`src/rtl/tpu_tile_controller_if.sv`:
```
// tpu_tile_controller_if
//   Bundles the controller's host command and array sequencing signals.
//   master: host/array side (drives start, cfg_num_tiles, abort, out_ready)
//   slave : controller side (drives status, pulses and array strobes)
interface tpu_tile_controller_if #(
  parameter int N         = 8,
  parameter int MAX_TILES = 16
);
  localparam int TW = $clog2(MAX_TILES + 1);
  localparam int RW = $clog2(N);
  localparam int CW = $clog2(2 * N);

  logic          start;
  logic [TW-1:0] cfg_num_tiles;
  logic          abort;
  logic          out_ready;
  logic          busy;
  logic          clear_acc;
  logic          load_weight;
  logic [RW-1:0] load_row;
  logic          compute_en;
  logic [CW-1:0] compute_cycle;
  logic [TW-1:0] tile_idx;
  logic          output_valid;
  logic          done;
  logic          aborted;
  logic          cfg_err;

  modport master (
    output start, cfg_num_tiles, abort, out_ready,
    input  busy, clear_acc, load_weight, load_row, compute_en, compute_cycle,
           tile_idx, output_valid, done, aborted, cfg_err
  );

  modport slave (
    input  start, cfg_num_tiles, abort, out_ready,
    output busy, clear_acc, load_weight, load_row, compute_en, compute_cycle,
           tile_idx, output_valid, done, aborted, cfg_err
  );
endinterface

```
`src/rtl/tpu_tile_controller.sv`:
```
// tpu_tile_controller
//   Sequences one job on the NxN weight-stationary array: a single
//   accumulator clear, then per tile an N-cycle weight load and a 2N-cycle
//   compute, then a ready/valid result handshake and a done pulse.
//   Ports:
//     clk    rising-edge clock
//     rst_n  asynchronous active-low reset
//     bus    tpu_tile_controller_if.slave (command, status, array strobes)
//
//   state   | meaning
//   --------+---------------------------------------------------------
//   IDLE    | waiting for start; cfg_num_tiles checked here
//   CLEAR   | one-cycle accumulator clear for the whole job
//   LOAD    | weight row cnt loaded into the array
//   COMPUTE | compute cycle cnt of the current tile
//   OUTPUT  | result offered, waiting for out_ready
//   DONE    | one-cycle completion pulse
module tpu_tile_controller #(
  parameter int N         = 8,
  parameter int MAX_TILES = 16
) (
  input logic                  clk,
  input logic                  rst_n,
  tpu_tile_controller_if.slave bus
);
  localparam int TW = $clog2(MAX_TILES + 1);
  localparam int RW = $clog2(N);
  localparam int CW = $clog2(2 * N);

  localparam logic [CW-1:0] LOAD_LAST = CW'(N - 1);
  localparam logic [CW-1:0] COMP_LAST = CW'(2 * N - 1);
  localparam logic [TW-1:0] TILE_MAX  = TW'(MAX_TILES);

  typedef enum logic [2:0] {
    S_IDLE,
    S_CLEAR,
    S_LOAD,
    S_COMPUTE,
    S_OUTPUT,
    S_DONE
  } state_t;

  state_t        state;
  logic [CW-1:0] cnt;
  logic [TW-1:0] tile_idx;
  logic [TW-1:0] num_tiles;
  logic          aborted;
  logic          cfg_err;

  always_ff @(posedge clk or negedge rst_n) begin
    if (!rst_n) begin
      state     <= S_IDLE;
      cnt       <= '0;
      tile_idx  <= '0;
      num_tiles <= '0;
      aborted   <= 1'b0;
      cfg_err   <= 1'b0;
    end else begin
      aborted <= 1'b0;
      cfg_err <= 1'b0;
      // abort beats every other transition, but means nothing while idle
      if (bus.abort && state != S_IDLE) begin
        state    <= S_IDLE;
        cnt      <= '0;
        tile_idx <= '0;
        aborted  <= 1'b1;
      end else begin
        case (state)
          S_IDLE: begin
            if (bus.start) begin
              if (bus.cfg_num_tiles != '0 && bus.cfg_num_tiles <= TILE_MAX) begin
                num_tiles <= bus.cfg_num_tiles;
                tile_idx  <= '0;
                cnt       <= '0;
                state     <= S_CLEAR;
              end else begin
                cfg_err <= 1'b1;
              end
            end
          end
          S_CLEAR: begin
            cnt   <= '0;
            state <= S_LOAD;
          end
          S_LOAD: begin
            if (cnt == LOAD_LAST) begin
              cnt   <= '0;
              state <= S_COMPUTE;
            end else begin
              cnt <= cnt + CW'(1);
            end
          end
          S_COMPUTE: begin
            if (cnt == COMP_LAST) begin
              cnt <= '0;
              if (tile_idx == num_tiles - TW'(1)) begin
                state <= S_OUTPUT;
              end else begin
                // next tile starts loading with no gap; accumulator keeps its sum
                tile_idx <= tile_idx + TW'(1);
                state    <= S_LOAD;
              end
            end else begin
              cnt <= cnt + CW'(1);
            end
          end
          S_OUTPUT: begin
            if (bus.out_ready) begin
              state <= S_DONE;
            end
          end
          S_DONE: begin
            tile_idx <= '0;
            state    <= S_IDLE;
          end
          default: begin
            state    <= S_IDLE;
            cnt      <= '0;
            tile_idx <= '0;
          end
        endcase
      end
    end
  end

  assign bus.busy          = (state != S_IDLE);
  assign bus.clear_acc     = (state == S_CLEAR);
  assign bus.load_weight   = (state == S_LOAD);
  assign bus.load_row      = (state == S_LOAD) ? cnt[RW-1:0] : '0;
  assign bus.compute_en    = (state == S_COMPUTE);
  assign bus.compute_cycle = (state == S_COMPUTE) ? cnt : '0;
  assign bus.tile_idx      = tile_idx;
  assign bus.output_valid  = (state == S_OUTPUT);
  assign bus.done          = (state == S_DONE);
  assign bus.aborted       = aborted;
  assign bus.cfg_err       = cfg_err;
endmodule
```
`src/flat_wrapper.sv`:
```
// flat-port wrapper written by rule: the top's interface ports become plain ports
module tpu_tile_controller_flat 
#(
  parameter int N         = 8,
  parameter int MAX_TILES = 16
)
  (clk, rst_n, bus_start, bus_cfg_num_tiles, bus_abort, bus_out_ready, bus_busy, bus_clear_acc, bus_load_weight, bus_load_row, bus_compute_en, bus_compute_cycle, bus_tile_idx, bus_output_valid, bus_done, bus_aborted, bus_cfg_err);
  tpu_tile_controller_if #(.N(N), .MAX_TILES(MAX_TILES)) bus_i ();
  input logic clk;
  input logic rst_n;
  input wire logic [$bits(bus_i.start)-1:0] bus_start;
  input wire logic [$bits(bus_i.cfg_num_tiles)-1:0] bus_cfg_num_tiles;
  input wire logic [$bits(bus_i.abort)-1:0] bus_abort;
  input wire logic [$bits(bus_i.out_ready)-1:0] bus_out_ready;
  output wire logic [$bits(bus_i.busy)-1:0] bus_busy;
  output wire logic [$bits(bus_i.clear_acc)-1:0] bus_clear_acc;
  output wire logic [$bits(bus_i.load_weight)-1:0] bus_load_weight;
  output wire logic [$bits(bus_i.load_row)-1:0] bus_load_row;
  output wire logic [$bits(bus_i.compute_en)-1:0] bus_compute_en;
  output wire logic [$bits(bus_i.compute_cycle)-1:0] bus_compute_cycle;
  output wire logic [$bits(bus_i.tile_idx)-1:0] bus_tile_idx;
  output wire logic [$bits(bus_i.output_valid)-1:0] bus_output_valid;
  output wire logic [$bits(bus_i.done)-1:0] bus_done;
  output wire logic [$bits(bus_i.aborted)-1:0] bus_aborted;
  output wire logic [$bits(bus_i.cfg_err)-1:0] bus_cfg_err;
  assign bus_i.start = bus_start;
  assign bus_i.cfg_num_tiles = bus_cfg_num_tiles;
  assign bus_i.abort = bus_abort;
  assign bus_i.out_ready = bus_out_ready;
  assign bus_busy = bus_i.busy;
  assign bus_clear_acc = bus_i.clear_acc;
  assign bus_load_weight = bus_i.load_weight;
  assign bus_load_row = bus_i.load_row;
  assign bus_compute_en = bus_i.compute_en;
  assign bus_compute_cycle = bus_i.compute_cycle;
  assign bus_tile_idx = bus_i.tile_idx;
  assign bus_output_valid = bus_i.output_valid;
  assign bus_done = bus_i.done;
  assign bus_aborted = bus_i.aborted;
  assign bus_cfg_err = bus_i.cfg_err;
  tpu_tile_controller #(.N(N), .MAX_TILES(MAX_TILES)) u_core (.clk(clk), .rst_n(rst_n), .bus(bus_i));
endmodule
```
`config.mk`:
```
export PLATFORM = sky130hd
export DESIGN_NAME = tpu_tile_controller_flat
export DESIGN_NICKNAME = d
export VERILOG_FILES = /design/src/rtl/tpu_tile_controller_if.sv /design/src/rtl/tpu_tile_controller.sv /design/src/flat_wrapper.sv
export SDC_FILE = /design/constraint.sdc
export NUM_CORES = 1
export LEC_CHECK = 0
export BUFFER_PORTS_ARGS = -buffer_cell sky130_fd_sc_hd__buf_2
export CORE_AREA = 2 2 68 70
export CTS_CLUSTER_SIZE = 20
export DETAILED_ROUTE_END_ITERATION = 12
export DIE_AREA = 0 0 70 72
export GPL_TIMING_DRIVEN = 0
export RECOVER_POWER = 50
export SYNTH_ARGS = -nofsm -noshare
export SYNTH_HDL_FRONTEND = slang
export SYNTH_SLANG_ARGS = --single-unit
```
`constraint.sdc`:
```
create_clock -name clk -period 1.9 [get_ports clk]
set_input_delay 0.475 -clock clk [delete_from_list [all_inputs] [get_ports clk]]
set_output_delay 0.475 -clock clk [all_outputs]
set_load 0.01 [all_outputs]
```
==> impl_metrics.csv <==
group,metric,value,unit
timing,skew,4.68,ps
die,die_w,70,µm
outcome,status,"complete, no violations",
routing,drt_iter0_markers,26,
power_and_ir_drop,p_per_area,1240,mW/mm²
synth,synth_nets,148,
timing,timing.fmax,0.542,GHz
placed_design,dp_cells,215,
routing,vias,1121,
routing,postRouteAntennaNets,0,
synth,syn_inst,135,
die,fp.dieH,72,µm
cts,tritoncts,"yes",
power_and_ir_drop,leakagePower,0.717,nW
global_routing,first_global_vias,1025,
timing,post-route-period-util,0.972,
synth,ys_types,46,
global_routing,grt_usage,0.117,
timing,setup_viol,0,
synth,synth_ff_type,"dfrtp_1",
routing,routed_wl,2850,µm
placed_design,gp_congestion,0.770,
critical_path,worstPathRequired,2090,ps
placed_design,port_buffers,28,
timing,tightest_slew,1010,ps
layout,instances_no_fill,226,
critical_path,path_max_fanout,4,
synth,synth-seq-cells,19,
cts,path_clk_slew,70,ps
timing,maxSlewHeadroom,0.324,
synth,syn_area,0.00124,mm²
critical_path,worst-setup-path-type,"flop to flop",
global_routing,antenna_found_initial,0,
critical_path,cp.arrival,2040,ps
synth,async_flop_share,1.00,
timing,finalHoldViolCount,0,
die,die_area,0.00504,mm²
layout,drive_above_1_share,0.316,
cts,clock-sinks,19,
power_and_ir_drop,vdd_drop_max,0.000519,V
layout,antenna_cells,0,
synth,ys_warn_count,0,
timing,hold_slack,360,ps
layout,final_cell_mix,"21 x buf_2, 19 x dfrtp_1, 12 x nand2_1",
synth,seq_area_frac_synth,0.382,
global_routing,grt_pass1_wl,4730,µm
layout,layout_commonest_cell,"buf_2",
cts,clk_latency,260,ps
timing,fin_crit,1850,ps
synth,syn_area_per_cell,9.22,µm²
routing,wire_per_inst,12.6,µm
die,ios,30,
routing,viasPerCell,4.96,
placed_design,hpwl,2090,µm
cts,root_buffer,"clkbuf_8",
layout,final_nets,188,
job,cap_violations,0,
power_and_ir_drop,power,0.00201,W
die,rows,24,
die,start_util,0.292,
timing,setup_tns,0,ps
die,core-area,0.00426,mm²
routing,dr.pass1.iters,4,
global_routing,grt-ovfl-total,0,
hold_path,hold_path.class,"input pin to async pin",
critical_path,crit_path_end_kind,"flop",
critical_path,worst_setup_path_start_kind,"flop",
routing,drc,0,
cts,cts_max_path_buffers,2,
synth,synth_edf_count,0,
layout,synthToLayoutAreaGrowth,29.8,%
timing,slew_violations,0,
cts,ctsHtreeMaxLevel,1,
cts,cts_buffers,3,
global_routing,grt_start_max_net_pins,20,
## per-stage QoR
| step | utilization | area (µm²) | worst slack, ps |
|---|---|---|---|
| 2_1_floorplan | - | 1240 | 101 |
| 3_3_place_gp | 0.340 | 1450 | -225 |
| 3_5_place_dp | 0.340 | 1450 | -238 |
| 4_1_cts | 0.356 | 1520 | 4.52 |
| 5_1_grt | 0.379 | 1620 | -33.3 |
| 6_report | 0.379 | 1620 | 54.0 |
## per-layer routing
metal | routed length, µm | global-route usage | vias up
li1 | - | - | 556
met1 | 1280 | 0.145 | 536
met2 | 1400 | 0.201 | 25
met3 | 127 | 0.0306 | 4
met4 | 42 | 0.0385 | 0
met5 | 0 | 0 | -
## cell usage after synthesis, drive strengths merged, types with 4 or more instances
cell   number  share of area
xnor2       6          0.042
buf         4          0.025
o21ai       9          0.039
mux2        5          0.045
dfrtp      19           0.38
nor2       11          0.039
inv        10          0.030
nand2      12          0.036
nand3       7          0.028
and2        7          0.035
a21oi       6          0.027
## registers in the layout (all words and copies together), names as in the netlist
| signal | cells |
|---|---|
| u_core.num_tiles | 5 |
| u_core.cnt | 4 |
| u_core.state | 3 |
| u_core.bus.tile_idx | 5 |
| u_core.bus.cfg_err | 1 |
| u_core.bus.aborted | 1 |
## cell families after synthesis
kind of cell / share of synthesized area
adders and majority gates: 0.0302
xor gates and xnor gates: 0.0563
muxes: 0.0613
AOI/OAI and AO/OA: 0.180
DFF: 0.382
and+or+nand+nor: 0.235
buffers and inverters: 0.0553
## final timing paths
kind	start	endpoint	slack [ps]	cells past startpoint
max	u_core.num_tiles[1]	u_core.state[2]	50	7
min	rst_n	u_core.bus.tile_idx[3]	360	1
max reg2reg	u_core.num_tiles[1]	u_core.state[2]	50	7
min reg2reg	u_core.num_tiles[4]	u_core.num_tiles[4]	540	1
max in group asynchronous	rst_n	u_core.state[1]	930	1
min in group clk	bus_abort	u_core.state[2]	390	2
## critical path, stage by stage, from the launching register on
cell and delay (ps):
dfrtp_1 420, inv_2 70, ha_4 170, nand2b_1 160, a21oi_2 210, o2111a_1 260, or3b_1 380, a21oi_2 120
## repair_timing
action,4_1_cts,5_1_grt
buffers inserted,2,5
hold buffers,0,0
setup endpoints to repair,7,15
pin swaps,2,9
resized for setup,1,14
## final cells by class
class | instances | area, µm²
Sequential cell | 19 | 475
Buffer | 4 | 41.3
Timing Repair Buffer | 35 | 184
Tap cell | 52 | 65.1
Fill cell | 453 | 2650
Clock buffer | 4 | 45.0
Inverter | 10 | 37.5
Multi-Input combinational cell | 102 | 768
## power by group
part / total [W] / switching [W] / leakage [nW] / internal, W
Clock: 0.000289 / 0.000139 / 0.0228 / 0.000149
Combinational: 0.00111 / 0.000578 / 0.446 / 0.000531
Sequential: 0.000613 / 0.000101 / 0.249 / 0.000512
Total: 0.00201 / 0.000818 / 0.717 / 0.00119
Note: power is estimated with default switching activity, not from simulation.
